===== src/rtl/ram_stream_pkg.sv =====
// ram_stream_pkg
//   Shared constants for the RAM stream reader: default RAM geometry,
//   FSM state encoding and the depth of the output skid buffer.
//   No ports.
package ram_stream_pkg;

    localparam int ADDR_W_DEF = 14;  // 16K words
    localparam int DATA_W_DEF = 2;   // 2-bit words
    localparam int BUF_DEPTH  = 2;   // one slot for RAM latency, one for backpressure

    localparam logic [1:0] ST_IDLE  = 2'd0;
    localparam logic [1:0] ST_RUN   = 2'd1;
    localparam logic [1:0] ST_DRAIN = 2'd2;
    localparam logic [1:0] ST_FIN   = 2'd3;

endpackage


===== src/rtl/stream_fifo2.sv =====
// stream_fifo2
//   Two-entry synchronous FIFO. Simultaneous push and pop are both honoured.
//   Ports:
//     clka       clock, rising edge
//     rsta       synchronous active-low reset; empties the FIFO, zeroes data
//     push       write push_data at the tail
//     push_data  data to write
//     pop        drop the head entry (ignored when empty)
//     head       current head entry
//     count      number of valid entries, 0..2
module stream_fifo2
    import ram_stream_pkg::*;
#(
    parameter int DATA_W = DATA_W_DEF
) (
    input  logic              clka,
    input  logic              rsta,
    input  logic              push,
    input  logic [DATA_W-1:0] push_data,
    input  logic              pop,
    output logic [DATA_W-1:0] head,
    output logic [1:0]        count
);

    localparam logic [1:0] FULL = 2'(BUF_DEPTH);

    logic [DATA_W-1:0] ent0, ent1;
    logic [1:0]        cnt;
    logic              do_pop, do_push;

    // Guard against misuse so the entry pointers can never go out of range.
    assign do_pop  = pop && (cnt != 2'd0);
    assign do_push = push && ((cnt != FULL) || do_pop);

    always_ff @(posedge clka) begin
        if (!rsta) begin
            ent0 <= '0;
            ent1 <= '0;
            cnt  <= 2'd0;
        end else begin
            case ({do_push, do_pop})
                2'b10: begin
                    if (cnt == 2'd0) ent0 <= push_data;
                    else             ent1 <= push_data;
                    cnt <= cnt + 2'd1;
                end
                2'b01: begin
                    ent0 <= ent1;
                    cnt  <= cnt - 2'd1;
                end
                2'b11: begin
                    // Count unchanged; the new word lands behind whatever remains.
                    if (cnt == FULL) begin
                        ent0 <= ent1;
                        ent1 <= push_data;
                    end else begin
                        ent0 <= push_data;
                    end
                end
                default: ;
            endcase
        end
    end

    assign head  = ent0;
    assign count = cnt;

endmodule


===== src/rtl/ram_stream_reader.sv =====
// ram_stream_reader
//   Reads a contiguous window of the single-port block RAM on a start pulse
//   and streams the words out over valid/ready. Owns the RAM port while busy.
//   Ports:
//     clka, rsta         clock; synchronous active-low reset
//     start              request, sampled only in IDLE
//     base_addr, length  window start and word count (0..2**ADDR_W), captured with start
//     busy               high in RUN and DRAIN
//     done               one-cycle pulse after the last beat (or for length 0)
//     ram_ena/wea/addra  RAM control; wea tied low
//     ram_douta          RAM read data, valid the cycle after ram_ena
//     m_data/m_valid     stream output
//     m_ready            stream ready; beat transfers on m_valid && m_ready
module ram_stream_reader
    import ram_stream_pkg::*;
#(
    parameter int ADDR_W = ADDR_W_DEF,
    parameter int DATA_W = DATA_W_DEF
) (
    input  logic              clka,
    input  logic              rsta,
    input  logic              start,
    input  logic [ADDR_W-1:0] base_addr,
    input  logic [ADDR_W:0]   length,
    output logic              busy,
    output logic              done,
    output logic              ram_ena,
    output logic              ram_wea,
    output logic [ADDR_W-1:0] ram_addra,
    input  logic [DATA_W-1:0] ram_douta,
    output logic [DATA_W-1:0] m_data,
    output logic              m_valid,
    input  logic              m_ready
);

    localparam logic [2:0]    OCC_LIM = 3'(BUF_DEPTH);
    localparam logic [ADDR_W:0] ONE   = (ADDR_W+1)'(1);

    logic [1:0]        state;
    logic [ADDR_W-1:0] base_q;
    logic [ADDR_W:0]   len_q;
    logic [ADDR_W:0]   issued;
    logic [ADDR_W:0]   accepted;
    logic              inflight;   // read issued last cycle, data on ram_douta now

    logic [1:0]        buf_count;
    logic [DATA_W-1:0] buf_head;
    logic              buf_empty;
    logic              pop, fifo_push, fifo_pop, issue;
    logic [2:0]        occ_next;

    assign buf_empty = (buf_count == 2'd0);

    // The in-flight word counts as the buffer's pending entry: when the buffer
    // is empty it is presented straight from ram_douta, which is what gives
    // first m_valid two cycles after start. If it is not taken, it is pushed
    // and re-presented from the buffer, so m_data holds across the stall.
    assign m_valid = !buf_empty || inflight;
    assign m_data  = !buf_empty ? buf_head : (inflight ? ram_douta : '0);

    assign pop       = m_valid && m_ready;
    assign fifo_pop  = pop && !buf_empty;
    assign fifo_push = inflight && !(buf_empty && m_ready);

    // Occupancy after this cycle's transfer; m_ready feeds ram_ena here on
    // purpose so a full buffer being drained can still issue at full rate.
    assign occ_next = {1'b0, buf_count} + {2'b0, inflight} - {2'b0, pop};
    assign issue    = (state == ST_RUN) && (issued < len_q) && (occ_next < OCC_LIM);

    assign ram_ena   = issue;
    assign ram_wea   = 1'b0;
    assign ram_addra = issue ? (base_q + issued[ADDR_W-1:0]) : '0;  // wraps mod 2**ADDR_W

    assign busy = (state == ST_RUN) || (state == ST_DRAIN);
    assign done = (state == ST_FIN);

    stream_fifo2 #(.DATA_W(DATA_W)) u_buf (
        .clka      (clka),
        .rsta      (rsta),
        .push      (fifo_push),
        .push_data (ram_douta),
        .pop       (fifo_pop),
        .head      (buf_head),
        .count     (buf_count)
    );

    always_ff @(posedge clka) begin
        if (!rsta) begin
            state    <= ST_IDLE;
            base_q   <= '0;
            len_q    <= '0;
            issued   <= '0;
            accepted <= '0;
            inflight <= 1'b0;
        end else begin
            inflight <= issue;
            if (issue) issued   <= issued + ONE;
            if (pop)   accepted <= accepted + ONE;

            case (state)
                ST_IDLE: begin
                    if (start) begin
                        base_q   <= base_addr;
                        len_q    <= length;
                        issued   <= '0;
                        accepted <= '0;
                        state    <= (length == '0) ? ST_FIN : ST_RUN;
                    end
                end
                ST_RUN: begin
                    if (issue && (issued + ONE == len_q)) state <= ST_DRAIN;
                end
                ST_DRAIN: begin
                    // Last beat leaving implies buffer empty and nothing in flight.
                    if (pop && (accepted + ONE == len_q)) state <= ST_FIN;
                end
                default: state <= ST_IDLE;  // ST_FIN
            endcase
        end
    end

endmodule


===== config.mk =====
export PLATFORM = sky130hd
export DESIGN_NAME = ram_stream_reader
export DESIGN_NICKNAME = d
export VERILOG_FILES = /design/src/rtl/ram_stream_pkg.sv /design/src/rtl/stream_fifo2.sv /design/src/rtl/ram_stream_reader.sv
export SDC_FILE = /design/constraint.sdc
export NUM_CORES = 1
export LEC_CHECK = 0
export CAP_MARGIN = 10
export CORE_MARGIN = 3
export CORE_UTILIZATION = 61
export CTS_CLUSTER_DIAMETER = 200
export DETAILED_ROUTE_END_ITERATION = 6
export PLACE_DENSITY = 0.95
export RECOVER_POWER = 25
export SETUP_SLACK_MARGIN = 0.4
export SLEW_MARGIN = 20
export SYNTH_ARGS = -nofsm -noshare
export SYNTH_HDL_FRONTEND = slang
export SYNTH_SLANG_ARGS = --single-unit

===== constraint.sdc =====
create_clock -name clka -period 6.8 [get_ports clka]
set_input_delay 1.02 -clock clka [delete_from_list [all_inputs] [get_ports clka]]
set_output_delay 1.02 -clock clka [all_outputs]
set_load 0.01 [all_outputs]

After elaboration in Yosys (flattened, before gate mapping):

Index checks and enable logic that the tools add are counted.

* output and inout bits: 21
* memory bits (writable): 0
* bits in registers: 68
* memory bits (read-only): 0
* memories: 0
* latch bits: 0
* input bits: 35

* $lt $le $gt $ge: 2
* shifts and indexed selects: 0
* divide/modulo/power cells: 0
* bitwise operators: 0
* mux-type cells: 21
* reductions and logical operators: 26
* $mul: 0
* add/subtract/negate cells: 7
* equality and inequality tests: 16

Operators by type and width (number)
* $mux W15: 6
* $add A15 B1 Y15 const B: 2
* $eq A15 B15 Y1: 2
* $mux W2: 10
* $logic_not A15 Y1: 1
* $lt A15 B15 Y1: 1
* $add A14 B14 Y14: 1
* $mux W14: 1
* $pmux W2 S3: 2
* $eq A2 B2 Y1 const B: 5
* $logic_and A1 B1 Y1: 10
* $ne A2 B2 Y1 const B: 4
* $pmux W2 S2: 2
* $ne A2 B1 Y1 const B: 3
* $reduce_and A3 Y1: 2
* $reduce_bool A2 Y1: 3
* $eq A2 B1 Y1 const B: 2
* $logic_not A2 Y1: 2
* $reduce_and A2 Y1: 2
* $add A2 B1 Y3: 1
* $logic_or A1 B1 Y1: 3
* $lt A3 B2 Y1 const B: 1
* $reduce_bool A3 Y1: 1
* $sub A3 B1 Y3: 1
* 3 further kinds: 4

Logic depth before layout (Yosys ltp):

Gate-level depths: netlist of run 1.

* depth after elaboration: 11
* depth in mapped cells: 17
* mapped depth without buffers: 15

Modules after synthesis:

Synthesis of run 1 repeated with hierarchy kept, for this count alone.

* cells, all modules: 629
* area, all modules: 4947.2 µm²

Modules (own cells, without submodules)
* ram_stream_reader: area an instance 4581.9 µm², instances 1, cells an instance 588
* stream_fifo2: area an instance 365.4 µm², instances 1, cells an instance 41

Worst setup path before layout of run 1:

Ideal clock, no wire load.

* path type: input port to output port
* from: input port m_ready
* to: output port ram_addra[12]
* stages: 14
* data arrival time: 3535 ps
* slack: 2245 ps
* path through: nand2_1 > inv_1 > ha_1 > nand2b_1 > fa_1 > xor2_1 > nor3_1 > o221ai_1 > a31o_1 > clkbuf_1 > inv_1 > clkbuf_1 > nand2_1 > mux2i_1

* longest elaborated chain between the ends: 5

Ends and longest elaborated chain
* start: declaration: RTL line ram_stream_reader.sv:33 `input logic m_ready`
* $logic_and A1 B1 Y1: RTL line ram_stream_reader.sv:61 `assign pop = m_valid && m_ready;`
* $sub A3 B1 Y3: RTL line ram_stream_reader.sv:67 `assign occ_next = {1'b0, buf_count} + {2'b0, inflight} - {2'b0, pop};`
* $lt A3 B2 Y1: RTL line ram_stream_reader.sv:68 `assign issue = (state == ST_RUN) && (issued < len_q) && (occ_next < OCC_LIM);`
* $logic_and A1 B1 Y1: RTL line ram_stream_reader.sv:68
* via ram_ena: RTL line ram_stream_reader.sv:27 `output logic ram_ena,`
* $mux W14: RTL line ram_stream_reader.sv:72 `assign ram_addra = issue ? (base_q + issued[ADDR_W-1:0]) : '0;`
* end: declaration: RTL line ram_stream_reader.sv:29 `output logic [ADDR_W-1:0] ram_addra,`

The timed path passes the listed nets, and every way through them passes these cells.

Final worst setup path of run 1:

* from: input port m_ready
* to: output port ram_addra[1]

* longest elaborated chain between the ends: 5

Ends and longest elaborated chain (RTL line)
* $logic_and A1 B1 Y1: ram_stream_reader.sv:61
* $sub A3 B1 Y3: ram_stream_reader.sv:67
* $lt A3 B2 Y1: ram_stream_reader.sv:68
* $logic_and A1 B1 Y1: ram_stream_reader.sv:68
* $mux W14: ram_stream_reader.sv:72

Every way passes these cells.

==> results of run 1 <==
[power by group through the flow]
stage / logic [uW] / registers, uW / clock network, uW
finish: 460 / 494 / 390
global route: 509 / 499 / 407
CTS: 453 / 492 / 391
detailed placement: 448 / 501 / 0
global placement: 428 / 498 / 0
floorplan: 312 / 481 / 0
[metal layers]
| layer | global-route usage | up-vias | share of wire |
|---|---|---|---|
| met1 | 0.3703 | 2167 | 0.42 |
| met4 | 0.1059 | 0 | 0.030 |
| li1 | - | 2185 | - |
| met3 | 0.07888 | 46 | 0.083 |
| met2 | 0.4775 | 223 | 0.47 |
| met5 | 0 | - | 0 |
[registers in the layout, summed over array words and instances, names as in the netlist]
name and cells:
accepted 15, issued 15, len_q 15, base_q 14, state 2, u_buf.count 2
u_buf.ent1 2, u_buf.head 2, inflight 1
[final timing paths]
| check | endpoint | slack [ps] | cells past startpoint |
|---|---|---|---|
| worst max-delay path | ram_addra[1] | 800 | 15 |
| worst min-delay path | base_q[0] | 470 | 2 |
| worst max register to register | state[1] | 2440 | 14 |
| worst min register to register | base_q[0] | 470 | 2 |
[cells in the final DEF, fill, tap and decap left out, types with 4 or more instances in the layout]
master           Yosys  layout
a21boi_0            29      29
a21o_1               8       8
a21oi_1             22      22
a31oi_1              4       4
and2_1               8       6
and3_1               4       4
clkbuf_8             0      10
clkdlybuf4s50_1      0      52
dfxtp_1             68      68
ha_1                35      35
inv_1               31      31
mux2i_1              9       9
nand2_1            109     108
nand2b_1             5       5
nand3_1             18      18
nand4_1              6       6
nor2_1              59      59
nor2b_1              7       7
nor3_1              13      13
nor4_1               7       7
o21ai_0             20      20
or3_1                9       9
xnor2_1             42      42
xor2_1              28      28
[area by class of cell]
class                   count  area [sq um]  area share
inverters                  31         116.4     0.02093
clock buffers              10         137.6     0.02476
flip-flops and latches     68          1361      0.2449
repair buffers             57         563.0      0.1013
multi-input cells         490          3162      0.5688
well taps                  99         123.9     0.02228
clock inverters             6         95.09     0.01711
[worst register-to-register path, stage by stage (launching register included)]
cell and delay [ps]:
dfxtp_1 420, or3_1 430, nand2_1 80, buf_4 210, inv_1 150, ha_1 290
nand2b_1 160, fa_1 390, xor2_1 150, nor3_1 180, o221ai_1 130, a31o_1 440
o41ai_1 800, o21ai_1 260, mux2i_1 170
[through the flow]
stage	hold WS (ps)	power (uW)
3_5_place_dp	462.6	948.8
5_1_grt	504.7	1414
6_report	473.4	1344
2_1_floorplan	447.8	793.2
3_3_place_gp	455.3	925.5
4_1_cts	474.5	1336
[kinds of logic after synthesis]
kind of cell / Yosys count / synth area share
flops: 68 / 0.2856
simple gates: 258 / 0.2486
mux: 12 / 0.02677
fa+ha+maj: 37 / 0.1003
compound gates: 112 / 0.1577
xor+xnor: 70 / 0.1286
other cells: 1 / 0.0007866
buf+inv: 62 / 0.05171
==> qor.txt, run 1 <==
Pwr dens: 241.8 mW/mm^2
Worst vdd ir: 0.0002904 V
Synth top area share: 0.2856
Worst-Skew Late Latency: 350 ps
Post-CTS Setup Bufs: 0
Crit share post-route: 0.8828
Ranking of synthesized cells by area: dfxtp_1 29%, ha_1 9.2%, nand2_1 8.6%, xnor2_1 7.7%, xor2_1 5.1%
Outcome: finished, final reports clean
First-pass GRT wire length: 20.78 mm
Post-Place Worst Slack: 952.0 ps
Cells after Synth: 620
Post-CTS sizing: 0
CP endpoint kind: output pin
Clock power frac: 0.290
Crit path launch: m_ready
Clk root buf: clkbuf_8
HP Start: base_q[0]
CP arrival: 4980 ps
Height of the chip: 94.40 microns
Vias: 4621
Rows: 31
Core Footprint: 0.007408 sq mm
Hold Buf Count CTS: 0
Fin. Hold Viols: 0
P_sw: 491.2 uW
Unrepaired setup endpoints after global routing: false
Area Growth Syn to Fin: 16.61%
Syn nets: 692
Vias in the first global route: 4457
Clk sinks: 68
Final setup margin: 796.8 ps
PortBufs: 54
Combinational group share of total power: 0.342
DRC Markers: 0
Ys flop type: dfxtp_1
Minimum clock period: 6003 ps
Initial cell density of the core: 0.6435
Most frequent cells after synthesis: 109 x nand2_1, 68 x dfxtp_1, 59 x nor2_1
Via density per instance: 6.072
Diodes inserted: 0
Crit-path cells: dlygate4sd3_1 > nand2_1 > buf_4 > inv_1 > ha_1 > nand2b_1 > fa_1 > xor2_1 > nor3_1 > o221ai_1 > a31o_1 > inv_1 > buf_4 > and2_1 > clkdlybuf4s50_1
Leak pwr: 0.002137 uW
Largest net degree at the start of global routing: 41
Slowest-stage cell, CP: dlygate4sd3_1
Share of layout cells above drive strength 1: 0.04079
DR pass1 iterations: 7
Die extent in x: 94.40 microns
Drt total wl: 12.42 mm
R2R Path Start: u_buf.count[1]
Final slew viol count: 0
Slew Limit Headroom: 0.05207
Crit path largest cell delay: 680 ps
CP top delay family: buffers and inverters
Critical path launch point type: input port
Slew at the pin closest to its max-slew limit: 1421 ps
GRT Overall Usage: 0.2922
Die area: 0.008911 sq mm
Yosys warns: 0
Placed cell areas: 0.005324 sq mm
Deepest clock path buffer count: 2
Worst Path Required: 5780 ps
Synth cell types: 57
CTS clk-pin slew, worst paths: 80 ps
Max_cap viols: 0
Filler instances: 476
Cts bufs inserted: 9
H-tree depth: 3
Pint: 853.1 uW
Clock Skews: 12.58 ps
Post-DR wirelength/cell: 16.33 microns
Antenna violations before repair: 0
Final design utilization: 0.7504
Fin cells: 761
Seq/Total Area, Yosys: 0.2856
Detailed Route Iter0 Violations: 411
Fmax: 0.1666 GHz
Flops & latches, synth: 68
Ports: 56
Mapped Avg Cell Area: 7.689 sq um
Post-synth EDFFs: 0
Final Cell Area: 0.005559 sq mm
Post-synth ARST share: 0
Setup Total Neg Slack: 0 ps
Gpl congestion: 0.9579
Synth area leader: dfxtp_1
Sequential share of power: 0.368
DP HPWL: 9.197 mm
Critical path class: in -> out
Buf/Inv on CP: 6
Mapped Area: 0.004767 sq mm
Nets: 729
Detail Route Antenna Nets: 0
HP Class: reg -> reg
Cells after DPL: 745
Endpoints failing setup: 0
CP max FO: 18
Most common cell in the netlist: nand2_1
CTS tree: built
Grt ovf: 0
Sw frac: 0.3654
Note: power is estimated with default switching activity, not from simulation.
==> run 2: changes to the inputs <==
CORE_MARGIN = default   (was 3)
CORE_UTILIZATION = 39   (was 61)
PLACE_DENSITY = 0.71   (was 0.95)
clock period = 6.35 ns   (was 6.8 ns; I/O delays follow)
==> run 2 against run 1 <==
Sequential share of layout area shrank 0.54 points; worst setup slack lost 130 ps; first-iteration DRC count shrank 46%; routed wire length shrank 7.0%; via count shrank 5.9%; total power grew 11%; utilization shrank 28 points; worst hold slack lost 3.1 ps; critical path depth is the same.
==> qor.txt, run 2 (synthesis gave the netlist of run 1 again) <==
Outcome: finished, final reports clean
Largest net degree at the start of global routing: 42
Leak pwr: 0.002169 uW
Die area: 0.01267 sq mm
Core Footprint: 0.01196 sq mm
H-tree depth: 3
Minimum clock period: 5679 ps
DRC Markers: 0
Detailed Route Iter0 Violations: 220
CP arrival: 4730 ps
Slew at the pin closest to its max-slew limit: 1068 ps
Deepest clock path buffer count: 2
DR pass1 iterations: 4
Unrepaired setup endpoints after global routing: false
Rows: 40
Sw frac: 0.3405
Cts bufs inserted: 9
DP HPWL: 8.708 mm
Setup Total Neg Slack: 0 ps
Antenna violations before repair: 0
Share of layout cells above drive strength 1: 0.03771
CP max FO: 18
Post-DR wirelength/cell: 14.27 microns
CTS clk-pin slew, worst paths: 50 ps
Met3 Track Usage GR: 0.05130
Detail Route Antenna Nets: 0
P_sw: 507.8 uW
Crit share post-route: 0.8943
Hold Buf Count CTS: 0
Clk sinks: 68
Diodes inserted: 0
Endpoints failing setup: 0
Critical path class: in -> out
Top Registers: accepted x15, issued x15, len_q x15
Post-CTS sizing: 0
Worst-Skew Late Latency: 340 ps
Via density per instance: 5.369
Die extent in x: 112.6 microns
Most common cell after layout, fill and taps aside: nand2_1
Clk root buf: clkbuf_16
Slew Limit Headroom: 0.2865
Sequential share of power: 0.354
First-pass GRT wire length: 19.37 mm
Met2 Usage GRT: 0.3321
GRT Overall Usage: 0.1945
Nets: 731
Post-CTS Setup Bufs: 0
Clock Skews: 4.922 ps
Worst Path Required: 5400 ps
Placed cell areas: 0.005399 sq mm
Vias: 4349
Pint: 983.7 uW
CTS tree: built
Final Cell Area: 0.005684 sq mm
Initial cell density of the core: 0.3985
Max_cap viols: 0
Final slew viol count: 0
Met1 Resource Use GR: 0.2357
Gr busiest metal: met2
HP Class: reg -> reg
Combinational group share of total power: 0.325
Drt total wl: 11.56 mm
Fin. Hold Viols: 0
Clock power frac: 0.322
Most frequent cells in the layout: 109 x nand2_1, 68 x dfxtp_1, 59 x nor2_1
Worst vdd ir: 0.0001278 V
Pwr dens: 262.4 mW/mm^2
Ports: 56
PortBufs: 54
Critical path launch point type: input port
Grt ovf: 0
Final setup margin: 670.9 ps
Area Growth Syn to Fin: 19.24%
Height of the chip: 112.6 microns
Gpl congestion: 0.8693
Vias in the first global route: 4101
Post-Place Worst Slack: 750.7 ps
CP endpoint kind: output pin
Fmax: 0.1761 GHz
==> run 2: worst paths after layout <==
check                      start  cells after the start  slack (ps)             to
hold / removal         base_q[2]                      2         470      base_q[2]
setup / recovery         m_ready                     15         670  ram_addra[12]
hold reg to reg        base_q[2]                      2         470      base_q[2]
setup reg to reg  u_buf.count[1]                     15        2300       state[1]
==> run 2: critical path, stage by stage <==
cell	delay [ps]
dlygate4sd3_1	630
nand2_1	90
buf_4	210
inv_1	130
ha_1	290
nand2b_1	170
fa_1	380
xor2_1	150
nor3_1	170
o221ai_1	130
a31o_1	210
inv_1	370
nand2b_1	120
mux2i_1	160
clkdlybuf4s50_1	550
==> run 2: layout make-up <==
class | count | area (sq um)
Clock buffer | 14 | 284.0
Clock inverter | 1 | 5.005
Fill cell | 1141 | 6277
Inverter | 31 | 116.4
Multi-Input combinational cell | 490 | 3159
Sequential cell | 68 | 1361
Tap cell | 147 | 183.9
Timing Repair Buffer | 59 | 574.3
==> run 2: stage by stage <==
| step | cells | utilization | power [uW] | hold slack [ps] |
|---|---|---|---|---|
| 6_report | 810 | 0.4752 | 1491 | 470.2 |
| 5_1_grt | 810 | 0.4752 | 1597 | 498.1 |
| 4_1_cts | 810 | 0.4755 | 1514 | 473.8 |
| 3_5_place_dp | 795 | 0.4514 | 1024 | 466.6 |
| 3_3_place_gp | 795 | 0.4514 | 1009 | 459.6 |
| 2_1_floorplan | 620 | - | 849.4 | 447.8 |
==> run 2: power by group through the flow <==
stage	clock (uW)	sequential [uW]	combinational, uW
after floorplan	0	515	334
after global routing	516	534	547
after detailed placement	0	537	487
after CTS	495	528	490
after global placement	0	534	474
final	480	527	485
==> run 2: metal layers <==
layer	routed length, microns	vias to the layer above
met5	0	-
met4	217	0
met3	539	19
met2	5600	90
met1	5201	2055
li1	-	2185
==> run 3: changes to the inputs <==
ABC_AREA = 1   (was default)
CORE_MARGIN = 2   (was default)
CTS_BUF_LIST = sky130_fd_sc_hd__clkbuf_8   (was default)
==> run 3 against run 2 <==
The flow now finishes with violations (max-capacitance violations, max-slew violations); worst hold slack got worse by 5.8 ps; clock power decreased by 23%; fmax increased by 13%; via count increased by 13%; cell count increased by 22%; synthesized area increased by 3.2%; routed wire length increased by 8.7%; highest routed layer unchanged.
==> qor.txt, run 3 <==
Syn nets: 837
Hold Buf Count CTS: 0
Fmax: 0.1998 GHz
Slew at the pin closest to its max-slew limit: 1760 ps
Post-CTS sizing: 0
Drt total wl: 12.56 mm
Clk root buf: clkbuf_8
Vias in the first global route: 4590
Height of the chip: 116.3 microns
Detail Route Antenna Nets: 0
Critical path class: in -> out
Vias: 4932
Clk sinks: 68
HP Start: u_buf.ent1[1]
Synth cell types: 39
DRC Markers: 0
Final setup margin: 1345 ps
Post-synth EDFFs: 0
CP arrival: 4050 ps
Synth area leader: dfxtp_1
Grt ovf: 0
Diodes inserted: 0
Crit path launch: m_ready
Initial cell density of the core: 0.3948
Mapped Avg Cell Area: 6.433 sq um
Rows: 41
Unrepaired setup endpoints after global routing: false
Ranking of synthesized cells by area: dfxtp_1 28%, nand2_1 13%, ha_1 8.9%, nor2_1 7.6%, o21ai_0 7.6%
Final slew viol count: 83
Critical path launch point type: input port
PortBufs: 54
Nets: 886
CP max FO: 32
R2r worst-path depth: 11
Setup Total Neg Slack: 0 ps
Post-CTS Setup Bufs: 0
Endpoints failing setup: 0
Max_cap viols: 2
Top Registers: accepted x15, issued x15, len_q x15
CTS clk-pin slew, worst paths: 70 ps
Worst vdd ir: 0.0001834 V
Most common cell in the netlist: nand2_1
Deepest clock path buffer count: 2
Mapped Area: 0.004921 sq mm
Via density per instance: 4.977
HP Class: reg -> reg
DR pass1 iterations: 5
Seq/Total Area, Yosys: 0.2766
Pwr dens: 395.7 mW/mm^2
Leak pwr: 0.002468 uW
Worst Path Required: 5400 ps
Synth top area share: 0.2766
Post-Place Worst Slack: 1346 ps
Outcome: finished with violations
Yosys warns: 0
Minimum clock period: 5005 ps
Die area: 0.01353 sq mm
Die extent in x: 116.3 microns
Hold Crit Endpoint: u_buf.ent1[1]
Cts bufs inserted: 9
Post-DR wirelength/cell: 12.68 microns
Ys flop type: dfxtp_1
Hold path cells: 2
R2R Path Start: state[0]
Clock Skews: 13.68 ps
Filler instances: 1315
Most common cell after layout, fill and taps aside: nand2_1
DP HPWL: 9.642 mm
Area Growth Syn to Fin: 18.31%
Ports: 56
Cells after Synth: 765
H-tree depth: 3
CP endpoint kind: output pin
Most frequent cells after synthesis: 169 x nand2_1, 100 x nor2_1, 79 x inv_1
Largest net degree at the start of global routing: 45
Post-synth ARST share: 0
CTS tree: built
Fin. Hold Viols: 0
Crit share post-route: 0.7881
Antenna violations before repair: 0
Most frequent cells in the layout: 169 x nand2_1, 99 x nor2_1, 79 x inv_1
Core Footprint: 0.01247 sq mm
Gpl congestion: 0.9130
GRT Overall Usage: 0.1979
Crit Reg-Reg Endpoint: accepted[7]
Detailed Route Iter0 Violations: 320
Share of layout cells above drive strength 1: 0.05128
Flops & latches, synth: 68
First-pass GRT wire length: 21.28 mm
Failing checks: max-capacitance violations, max-slew violations
R2R Setup Slk: 2490 ps
Worst-Skew Late Latency: 370 ps
Slew Limit Headroom: -0.1732
[run 3: cell count changes after synthesis, moves of 17 or more]
cell	previous run	this run
a21boi_0	29	0
o21ai_0	20	75
nand2_1	109	169
xnor2_1	42	3
xor2_1	28	11
inv_1	31	79
nand3_1	18	67
a21oi_1	22	63
nor2_1	59	100
[run 3: routing by layer]
| metal | vias up | track usage | wire, microns |
|---|---|---|---|
| li1 | 2644 | - | - |
| met1 | 2183 | 0.2621 | 6171 |
| met2 | 89 | 0.3198 | 5588 |
| met3 | 16 | 0.04048 | 575 |
| met4 | 0 | 0.07222 | 227 |
| met5 | - | 0 | 0 |
[run 3: worst max path at each step]
stage               slack (ps)  cells past startpoint            end
floorplan                 1960                     11  ram_addra[12]
global placement          1380                     13   ram_addra[2]
detailed placement        1350                     13   ram_addra[2]
CTS                       1340                     13   ram_addra[2]
global route              1100                     13  ram_addra[12]
finish                    1350                     13   ram_addra[2]
[run 3: logic make-up (layout without fill, tap and decap cells)]
family | after synthesis | count (layout) | synth area share
and+or+nand+nor | 381 | 381 | 0.3366
xor gates and xnor gates | 16 | 16 | 0.03407
DFF | 68 | 68 | 0.2766
other | 1 | 1 | 0.0007620
AOI/OAI and AO/OA | 160 | 160 | 0.1749
adders and majority gates | 37 | 37 | 0.09713
buffers and inverters | 102 | 156 | 0.07984
[run 3: final cells by class]
type	count	area, sq um	area share
clock buffers	10	137.6	0.02364
clock inverters	6	63.81	0.01096
inverters	81	304.0	0.05222
multi-input cells	595	3169	0.5444
flip-flops and latches	68	1361	0.2338
well taps	172	215.2	0.03697
repair buffers	59	570.5	0.09800
[run 3: worst max-delay path, stage by stage]
cell             delay, ps
clkdlybuf4s50_1        470
inv_1                  100
a21oi_4                130
ha_1                   230
or2_2                  300
fa_1                   390
nor2_1                 100
o21ai_0                110
nor2_2                 130
buf_4                  290
o21ai_0                130
a21oi_1                150
clkdlybuf4s50_1        550
[run 3: stage by stage]
| stage | util | hold slack (ps) | area, sq um | power (uW) | instances |
|---|---|---|---|---|---|
| after floorplan | - | 429.7 | 4921 | 1573 | 765 |
| after global placement | 0.4515 | 446.4 | 5628 | 1923 | 975 |
| after detailed placement | 0.4515 | 451.2 | 5628 | 1940 | 975 |
| after CTS | 0.4676 | 462.3 | 5829 | 2314 | 991 |
| after global routing | 0.4670 | 500.0 | 5822 | 2535 | 991 |
| final | 0.4670 | 464.4 | 5822 | 2304 | 991 |
[run 3: where the power goes]
group / total (uW) / switching (uW) / internal (uW)
clock: 370 / 179 / 191
combinational: 1230 / 743 / 487
sequential: 704 / 155 / 550
